$ cat config.mk
export PLATFORM = sky130hd
export DESIGN_NAME = sram_port_arbiter_flat
export DESIGN_NICKNAME = d
export VERILOG_FILES = /design/src/rtl/sram_port_arbiter_if.sv /design/src/rtl/sram_port_arbiter.sv /design/src/flat_wrapper.sv
export SDC_FILE = /design/constraint.sdc
export NUM_CORES = 1
export LEC_CHECK = 0
export ABC_AREA = 1
export BUFFER_PORTS_ARGS = -buffer_cell sky130_fd_sc_hd__buf_4
export CORE_UTILIZATION = 48
export DETAILED_ROUTE_END_ITERATION = 8
export HOLD_SLACK_MARGIN = 0.06
export PLACE_DENSITY = 0.78
export SYNTH_ARGS = -nofsm -noshare
export SYNTH_HDL_FRONTEND = slang
export SYNTH_SLANG_ARGS = --single-unit
$ cat constraint.sdc
create_clock -name clk_sys -period 1.75 [get_ports clk_sys]
set_input_delay 0 -clock clk_sys [delete_from_list [all_inputs] [get_ports clk_sys]]
set_output_delay 0 -clock clk_sys [all_outputs]
set_load 0.05 [all_outputs]
$ cat src/rtl/sram_port_arbiter_if.sv
// Bus bundle between the two byte requesters (core and bridge loader),
// the arbiter, and the byte RAM controller.
// The arbiter sits on the slave modport; requesters and the RAM
// controller together sit on the master modport.
interface sram_port_arbiter_if #(
    parameter int ADDR_W = 26
);

    // Requester 0: core
    logic              r0_req;
    logic              r0_we;
    logic [ADDR_W-1:0] r0_addr;
    logic [7:0]        r0_wdata;
    logic              r0_ack;
    logic [7:0]        r0_rdata;

    // Requester 1: bridge loader
    logic              r1_req;
    logic              r1_we;
    logic [ADDR_W-1:0] r1_addr;
    logic [7:0]        r1_wdata;
    logic              r1_ack;
    logic [7:0]        r1_rdata;

    // Byte RAM controller side
    logic              word_rd;
    logic              word_wr;
    logic [ADDR_W-1:0] word_addr;
    logic [7:0]        word_data;
    logic [7:0]        word_q;
    logic              word_busy;

    // Status
    logic              timeout_err;

    modport slave (
        input  r0_req, r0_we, r0_addr, r0_wdata,
        output r0_ack, r0_rdata,
        input  r1_req, r1_we, r1_addr, r1_wdata,
        output r1_ack, r1_rdata,
        output word_rd, word_wr, word_addr, word_data,
        input  word_q, word_busy,
        output timeout_err
    );

    modport master (
        output r0_req, r0_we, r0_addr, r0_wdata,
        input  r0_ack, r0_rdata,
        output r1_req, r1_we, r1_addr, r1_wdata,
        input  r1_ack, r1_rdata,
        input  word_rd, word_wr, word_addr, word_data,
        output word_q, word_busy,
        input  timeout_err
    );

endinterface

$ cat src/rtl/sram_port_arbiter.sv
// Two-requester byte arbiter in front of a byte RAM controller.
// One access at a time: grant in IDLE, a fixed GAP cycle, then WAIT for
// the controller to drop busy (or abort after TIMEOUT busy cycles).
// Ties go round robin; a requester whose ack is high this cycle is left
// out of arbitration so a still-held request is not granted twice.
// All outputs come straight from flops.
module sram_port_arbiter #(
    parameter int ADDR_W  = 26,
    parameter int TIMEOUT = 1023
) (
    input logic                clk_sys,
    input logic                reset_l,
    sram_port_arbiter_if.slave bus
);

    typedef enum logic [1:0] {
        ST_IDLE,
        ST_GAP,
        ST_WAIT
    } state_t;

    // Abort fires on the WAIT edge where the busy counter would reach TIMEOUT.
    localparam logic [9:0] TIMEOUT_LAST = 10'(TIMEOUT - 1);

    state_t            state_q;
    logic [9:0]        waitCnt_q;
    logic              lastGrant_q;
    logic              curSel_q;
    logic              curWe_q;

    logic              wordRd_q;
    logic              wordWr_q;
    logic [ADDR_W-1:0] wordAddr_q;
    logic [7:0]        wordData_q;
    logic              ack0_q;
    logic              ack1_q;
    logic [7:0]        rdata0_q;
    logic [7:0]        rdata1_q;
    logic              timeoutErr_q;

    logic              elig0;
    logic              elig1;
    logic              canGrant;
    logic              pickSel;
    logic              pickWe;
    logic [ADDR_W-1:0] pickAddr;
    logic [7:0]        pickData;
    logic              finishNow;
    logic              timedOut;
    logic [7:0]        finishData;

    // Arbitration and completion decisions for the current cycle.
    always_comb begin
        elig0      = bus.r0_req & ~ack0_q;
        elig1      = bus.r1_req & ~ack1_q;
        canGrant   = (state_q == ST_IDLE) & ~bus.word_busy & (elig0 | elig1);

        if (elig0 && elig1) begin
            pickSel = ~lastGrant_q;
        end else begin
            pickSel = elig1;
        end

        if (pickSel) begin
            pickWe   = bus.r1_we;
            pickAddr = bus.r1_addr;
            pickData = bus.r1_wdata;
        end else begin
            pickWe   = bus.r0_we;
            pickAddr = bus.r0_addr;
            pickData = bus.r0_wdata;
        end

        timedOut   = (state_q == ST_WAIT) & bus.word_busy & (waitCnt_q == TIMEOUT_LAST);
        finishNow  = (state_q == ST_WAIT) & (~bus.word_busy | timedOut);
        finishData = timedOut ? 8'hFF : bus.word_q;
    end

    // Access FSM together with every registered output.
    always_ff @(posedge clk_sys or negedge reset_l) begin
        if (!reset_l) begin
            state_q      <= ST_IDLE;
            waitCnt_q    <= '0;
            lastGrant_q  <= 1'b1;
            curSel_q     <= 1'b0;
            curWe_q      <= 1'b0;
            wordRd_q     <= 1'b0;
            wordWr_q     <= 1'b0;
            wordAddr_q   <= '0;
            wordData_q   <= '0;
            ack0_q       <= 1'b0;
            ack1_q       <= 1'b0;
            rdata0_q     <= '0;
            rdata1_q     <= '0;
            timeoutErr_q <= 1'b0;
        end else begin
            wordRd_q <= 1'b0;
            wordWr_q <= 1'b0;
            ack0_q   <= 1'b0;
            ack1_q   <= 1'b0;

            case (state_q)
                ST_IDLE: begin
                    if (canGrant) begin
                        wordAddr_q  <= pickAddr;
                        wordData_q  <= pickData;
                        wordWr_q    <= pickWe;
                        wordRd_q    <= ~pickWe;
                        curSel_q    <= pickSel;
                        curWe_q     <= pickWe;
                        lastGrant_q <= pickSel;
                        state_q     <= ST_GAP;
                    end
                end

                ST_GAP: begin
                    waitCnt_q <= '0;
                    state_q   <= ST_WAIT;
                end

                ST_WAIT: begin
                    if (finishNow) begin
                        if (curSel_q) begin
                            ack1_q <= 1'b1;
                        end else begin
                            ack0_q <= 1'b1;
                        end
                        if (!curWe_q) begin
                            if (curSel_q) begin
                                rdata1_q <= finishData;
                            end else begin
                                rdata0_q <= finishData;
                            end
                        end
                        if (timedOut) begin
                            timeoutErr_q <= 1'b1;
                        end
                        state_q <= ST_IDLE;
                    end else begin
                        waitCnt_q <= waitCnt_q + 10'd1;
                    end
                end

                default: begin
                    state_q <= ST_IDLE;
                end
            endcase
        end
    end

    assign bus.word_rd     = wordRd_q;
    assign bus.word_wr     = wordWr_q;
    assign bus.word_addr   = wordAddr_q;
    assign bus.word_data   = wordData_q;
    assign bus.r0_ack      = ack0_q;
    assign bus.r1_ack      = ack1_q;
    assign bus.r0_rdata    = rdata0_q;
    assign bus.r1_rdata    = rdata1_q;
    assign bus.timeout_err = timeoutErr_q;

endmodule

$ cat src/flat_wrapper.sv
// flat-port wrapper written by rule: the top's interface ports become plain ports
module sram_port_arbiter_flat 
#(
    parameter int ADDR_W  = 26,
    parameter int TIMEOUT = 1023
)
  (clk_sys, reset_l, bus_r0_req, bus_r0_we, bus_r0_addr, bus_r0_wdata, bus_r0_ack, bus_r0_rdata, bus_r1_req, bus_r1_we, bus_r1_addr, bus_r1_wdata, bus_r1_ack, bus_r1_rdata, bus_word_rd, bus_word_wr, bus_word_addr, bus_word_data, bus_word_q, bus_word_busy, bus_timeout_err);
  sram_port_arbiter_if #(.ADDR_W(ADDR_W)) bus_i ();
  input logic clk_sys;
  input logic reset_l;
  input wire logic [$bits(bus_i.r0_req)-1:0] bus_r0_req;
  input wire logic [$bits(bus_i.r0_we)-1:0] bus_r0_we;
  input wire logic [$bits(bus_i.r0_addr)-1:0] bus_r0_addr;
  input wire logic [$bits(bus_i.r0_wdata)-1:0] bus_r0_wdata;
  output wire logic [$bits(bus_i.r0_ack)-1:0] bus_r0_ack;
  output wire logic [$bits(bus_i.r0_rdata)-1:0] bus_r0_rdata;
  input wire logic [$bits(bus_i.r1_req)-1:0] bus_r1_req;
  input wire logic [$bits(bus_i.r1_we)-1:0] bus_r1_we;
  input wire logic [$bits(bus_i.r1_addr)-1:0] bus_r1_addr;
  input wire logic [$bits(bus_i.r1_wdata)-1:0] bus_r1_wdata;
  output wire logic [$bits(bus_i.r1_ack)-1:0] bus_r1_ack;
  output wire logic [$bits(bus_i.r1_rdata)-1:0] bus_r1_rdata;
  output wire logic [$bits(bus_i.word_rd)-1:0] bus_word_rd;
  output wire logic [$bits(bus_i.word_wr)-1:0] bus_word_wr;
  output wire logic [$bits(bus_i.word_addr)-1:0] bus_word_addr;
  output wire logic [$bits(bus_i.word_data)-1:0] bus_word_data;
  input wire logic [$bits(bus_i.word_q)-1:0] bus_word_q;
  input wire logic [$bits(bus_i.word_busy)-1:0] bus_word_busy;
  output wire logic [$bits(bus_i.timeout_err)-1:0] bus_timeout_err;
  assign bus_i.r0_req = bus_r0_req;
  assign bus_i.r0_we = bus_r0_we;
  assign bus_i.r0_addr = bus_r0_addr;
  assign bus_i.r0_wdata = bus_r0_wdata;
  assign bus_r0_ack = bus_i.r0_ack;
  assign bus_r0_rdata = bus_i.r0_rdata;
  assign bus_i.r1_req = bus_r1_req;
  assign bus_i.r1_we = bus_r1_we;
  assign bus_i.r1_addr = bus_r1_addr;
  assign bus_i.r1_wdata = bus_r1_wdata;
  assign bus_r1_ack = bus_i.r1_ack;
  assign bus_r1_rdata = bus_i.r1_rdata;
  assign bus_word_rd = bus_i.word_rd;
  assign bus_word_wr = bus_i.word_wr;
  assign bus_word_addr = bus_i.word_addr;
  assign bus_word_data = bus_i.word_data;
  assign bus_i.word_q = bus_word_q;
  assign bus_i.word_busy = bus_word_busy;
  assign bus_timeout_err = bus_i.timeout_err;
  sram_port_arbiter #(.ADDR_W(ADDR_W), .TIMEOUT(TIMEOUT)) u_core (.clk_sys(clk_sys), .reset_l(reset_l), .bus(bus_i));
endmodule
; ---- Word level (Yosys, flattened, before mapping)
; Index checks and enable logic that the tools add are counted.
[word_totals]
regBits = 70
input_bits = 83
out_inout_bits = 55
wordCells = 66
[op_classes]
addsub = 1
eq_ne = 6
mux = 20
n_bitwise = 16
n_reduce_logical = 9
[op_table]
columns = operator, count
row1 = $mux 26, 1
row2 = $pmux 10 s2, 1
row3 = $mux 8, 2
row4 = $mux 1, 12
row5 = $add 10x1->10 const B, 1
row6 = $eq 10x10->1 const B, 1
row7 = $mux 10, 1
row8 = $reduce_and 4->1, 2
row9 = $and 1x1->1, 7
row10 = $not 1->1, 7
row11 = $pmux 2 s3, 1
row12 = $reduce_and 2->1, 3
row13 = $mux 2, 2
row14 = $ne 2x1->1 const B, 2
row15 = $reduce_and 3->1, 1
row16 = $eq 2x1->1 const B, 1
row17 = $eq 2x2->1 const B, 1
row18 = $logic_not 2->1, 1
row19 = $ne 2x2->1 const B, 1
row20 = $or 1x1->1, 2
row21 = $reduce_bool 2->1, 1
row22 = $logic_and 1x1->1, 1

; ---- Longest topological paths before layout
[logic_depth]
depth_word = 8
mapped_depth = 11

; ---- Worst setup path after synthesis
; OpenSTA, ideal clock, no wires.
[synth_timing]
kind = register to register
from = register u_core.ack0_q (netlist: u_core.bus.r0_ack)
to = register u_core.curWe_q
setup_time_ns = 0.117
arrival_time_ns = 1.497
t_required_ns = 1.633
path_slack_ns = 0.136
path_stages_with_launch = 8
synth_period_minus_slack_ns = 1.614
path_cell_list = dfrtp_1 > inv_1 > nand3_1 > nand2_1 > or2_2 > o21ai_0 > and2_1 > nor2_1
[synth_between]
elab_chain_cells = 5
word_cells_on_any_way = 8
classes_between = mux: 2 / bitwise: 4 / reduce/logical: 2
[synth_lines]
columns = element, line_no
row1 = start: declaration, sram_port_arbiter.sv:35  ; logic ack0_q;
row2 = start signal: assignment, sram_port_arbiter.sv:91  ; ack0_q <= 1'b0;
row3 = start signal: assignment, sram_port_arbiter.sv:99  ; ack0_q <= 1'b0;
row4 = start signal: assignment, sram_port_arbiter.sv:126  ; ack0_q <= 1'b1;
row5 = $not 1->1 (*), sram_port_arbiter.sv:54  ; elig0 = bus.r0_req & ~ack0_q;
row6 = $and 1x1->1 (*), sram_port_arbiter.sv:54
row7 = $or 1x1->1 or $logic_and 1x1->1 (tied branches), "sram_port_arbiter.sv:56, sram_port_arbiter.sv:58"
row8 = $and 1x1->1 or $mux 1 (tied branches), "sram_port_arbiter.sv:56, sram_port_arbiter.sv:58"
row9 = $reduce_and 2->1 (no line) or $mux 1 (tied branches), --
row10 = end signal: assignment, sram_port_arbiter.sv:110  ; curWe_q <= pickWe;
row11 = end: declaration, sram_port_arbiter.sv:29  ; logic curWe_q;
; Every way passes the cells marked *; elsewhere a longest branch is shown, timed or not.
; A chain may end at the register's enable or synchronous reset.

; ---- Worst setup path in the final report
[layout_timing]
from = register u_core.state_q[1]
to = register u_core.wordAddr_q[15] (netlist: u_core.bus.word_addr[15])
[layout_between]
elab_chain_cells = 4
[layout_lines]
columns = element, line_no
row1 = start: declaration, sram_port_arbiter.sv:25  ; state_t state_q;
row2 = start signal: assignment, sram_port_arbiter.sv:82  ; state_q <= ST_IDLE;
row3 = start signal: assignment, sram_port_arbiter.sv:112  ; state_q <= ST_GAP;
row4 = start signal: assignment, sram_port_arbiter.sv:118  ; state_q <= ST_WAIT;
row5 = $logic_not 2->1 (*), "sram_port_arbiter.sv:56, sram_port_arbiter.sv:102"
row6 = $and 1x1->1 (2 in series), sram_port_arbiter.sv:56  ; canGrant = (state_q == ST_IDLE) & ~bus.word_busy & (elig0 | elig1);
row7 = $reduce_and 2->1 (no line) (*), --
row8 = end signal: assignment, sram_port_arbiter.sv:105  ; wordAddr_q <= pickAddr;
row9 = end: declaration, sram_port_arbiter.sv:33  ; logic [ADDR_W-1:0] wordAddr_q;
; Marks and branches as above.

==> impl_metrics.csv <==
group,metric,value,unit
power,clkPwrFrac,16.1,%
power,ir_worst_vdd,1.04,mV
clocking,cts_tree,"yes",
floorplan,core,6760,um2
routing,dr.first_iter.drc_count,255,
timing,fin_crit,1680,ps
timing,timing.fmax,596,MHz
floorplan,start_util,49.4,%
layout,drive_gt1_share,28.3,%
worst_setup_path,critPathKind,"reg2reg",
layout,fin_nets,726,
run,drv_cap,0,
worst_setup_path,crit_arrival,1910,ps
clocking,cts_max_level,3,
logic_synthesis,ys_ff_latch,70,
placed_design,port_buffers,137,
worst_setup_path,worstPathMaxFanout,26,
logic_synthesis,yosysTopAreaCell,"dfrtp_1",
timing,hold_viol,0,
placed_design,place_area,4450,um2
timing,setup_viol,0,
layout,multi_input_comb_area,1390,um2
logic_synthesis,async_flop_share,100,%
logic_synthesis,synth_top_area_share,51.8,%
logic_synthesis,yosys-top-cells-count,"nand2_1 (118), dfrtp_1 (69), o21ai_0 (55)",
logic_synthesis,synth_edf_count,0,
outcome,status,"finished, final reports clean",
placed_design,dp_hpwl,6.07,mm
worst_setup_path,required,1980,ps
timing,setup_ws,71.8,ps
clocking,clockBufferDepth,2,
logic_synthesis,yosysMostFrequentCell,"nand2_1",
routing,num_vias,3894,
placed_design,place_ws,49.1,ps
floorplan,rows,30,
worst_setup_path,r2r_end,"u_core.bus.word_addr[15]",
logic_synthesis,syn_area,3330,um2
clocking,cts_root_buffer,"clkbuf_8",
routing,drc,0,
routing,vias_per_cell,5.36,
timing,skew,14.3,ps
timing,max_slew.worst_pin.slew,874,ps
worst_setup_path,r2r_setup_slack,70,ps
layout,final_area,5520,um2
clocking,cts.sinks,70,
timing,slew_headroom,41.7,%
routing,drt_first_pass_iters,7,
floorplan,dieArea,7280,um2
worst_setup_path,r2r-start,"u_core.state_q[1]",
logic_synthesis,ys.flop_type,"dfrtp_1",
layout,regArea,1750,um2
timing,rsz0062_at_grt,"false",
placed_design,routabilityCongestion,0.824,
grt,grt_max_degree,71,
layout,area_delta_synth_final,65.5,%
clocking,clkTransAtPathRegs,80,ps
grt,antenna_found_initial,0,
logic_synthesis,ys_types,28,
timing,slew_viol_final,0,
worst_setup_path,endpoint_kind,"flip-flop",
clocking,clk_latency,360,ps
logic_synthesis,ys_warn_count,0,
power,power_frac_comb,53.5,%
power,internal_power,4.46,mW
routing,wl,12.0,mm
floorplan,ioPinCount,138,
hold_path,hold_start,"bus_r0_req",
grt,grt_usage,35.3,%
routing,post_drt_wl_per_cell,16.5,um
floorplan,die_h,85.3,um
layout,post-route-util,81.7,%
layout,final.fill_count,352,
worst_setup_path,r2r.worst_path.cells,5,
hold_path,worstHoldPathType,"in2reg",
layout,diodes,0,
floorplan,dieWidth,85.3,um
logic_synthesis,postSynthAreaPerCell,7.98,um2
power,power,8.92,mW
logic_synthesis,syn_inst,418,
timing,setup-tns-final,0,ps
clocking,cts-buffers-inserted,9,
power,p_seq_share,30.5,%
power,p_sw_share,50.1,%
hold_path,hold_end,"u_core.lastGrant_q",
power,power_leakage,2.84,nW
routing,drtAntennaViolNets,0,
logic_synthesis,syn_nets,503,
logic_synthesis,ys_seq_area_share,52.6,%
power,p_per_area,1620,nW/um2
timing,finalCritPeriodShare,95.9,%
worst_setup_path,cp-startpoint,"u_core.state_q[1]",
power,switching_power,4.46,mW
logic_synthesis,synthTopCellsByArea,"dfrtp_1 (52%), nand2_1 (13%), o21ai_0 (8.3%), nor2_1 (5.9%), nand3_1 (3.6%)",
grt,grt_pass1_wl,19.6,mm
hold_path,whs_path_depth,7,
grt,grt_overflow_total,0,
worst_setup_path,critPathLaunchType,"flip-flop",
grt,grt_pass1_vias,3946,
[power groups by stage]
stage	Clock (mW)	Sequential [mW]	Combinational (mW)
detailed placement	0	2.65	4.44
global route	1.51	2.77	5.02
CTS	1.41	2.64	4.57
finish	1.43	2.72	4.77
floorplan	0	4.60	0.998
global placement	0	2.65	4.37
[through the flow]
stage	hold slack, ps	std cells
2_1_floorplan	-296	418
3_3_place_gp	169	628
3_5_place_dp	178	628
4_1_cts	217	724
5_1_grt	272	726
6_report	204	726
[repair_timing]
item,CTS,global route
resized for setup,0,7
hold buffers,80,0
setup buffers,0,2
endpoints found under the hold margin,123,0
setup endpoints to repair,0,17
[state kept, by name, summed over array words and instances, names as in the netlist, 2 cells and up]
| name | flops |
|---|---|
| u_core.bus.r1_rdata | 8 |
| u_core.state_q | 2 |
| u_core.bus.word_data | 8 |
| u_core.bus.word_addr | 26 |
| u_core.waitCnt_q | 10 |
| u_core.bus.r0_rdata | 8 |
[worst max-delay path by stage]
stage / slack, ps / depth (start not counted) / end
after global routing: 5 / 10 / u_core.bus.r0_rdata[3]
final: 70 / 5 / u_core.bus.word_addr[15]
after detailed placement: 50 / 11 / u_core.waitCnt_q[3]
after floorplan: 140 / 7 / u_core.curWe_q
after CTS: 30 / 11 / u_core.waitCnt_q[3]
after global placement: 110 / 11 / u_core.waitCnt_q[7]
[layer usage]
metal / share of wire (%) / GRT usage [%]
met1: 39 / 43.3
met2: 49 / 58.0
met5: 0 / 0
met4: 4.2 / 16.5
met3: 7.3 / 10.0
[logic make-up (layout without fill, tap and decap cells)]
logic type | count (synthesis) | after routing | share of synthesized area (%)
buffers and inverters | 49 | 277 | 6.15
AOI/OAI and AO/OA | 73 | 73 | 11.3
and+or+nand+nor | 223 | 223 | 29.0
DFF | 70 | 70 | 52.6
xor gates and xnor gates | 1 | 1 | 0.263
adders and majority gates | 2 | 2 | 0.750
[cell type report]
| type | count | area share [%] |
|---|---|---|
| Tap cell | 80 | 1.81 |
| Clock inverter | 4 | 0.975 |
| Inverter | 32 | 2.22 |
| Sequential cell | 70 | 31.8 |
| Multi-Input combinational cell | 299 | 25.2 |
| Clock buffer | 12 | 2.99 |
| Timing Repair Buffer | 229 | 35.1 |
[cells in the final DEF, fill, tap and decap left out, drive strengths merged]
cell | Yosys | final
inv | 30 | 30
dfrtp | 69 | 69
clkinv | 2 | 3
o21ai | 72 | 72
or2 | 2 | 2
a21oi | 1 | 1
ha | 2 | 2
nand2 | 124 | 124
nand3 | 26 | 26
clkinvlp | 0 | 2
dfstp | 1 | 1
dlygate4sd3 | 0 | 80
xor2 | 1 | 1
clkbuf | 12 | 12
nor2 | 54 | 54
bufinv | 0 | 1
nor3 | 2 | 2
nor3b | 2 | 2
and2 | 2 | 2
nand4 | 11 | 11
buf | 5 | 149
[worst max-delay path: stages, from the launching register on]
cell,delay [ps]
dfrtp_1,420
nor3_1,180
and2_1,190
buf_4,270
o21ai_0,170
o21ai_0,320
No activity file was read; power rests on OpenSTA's default activity.
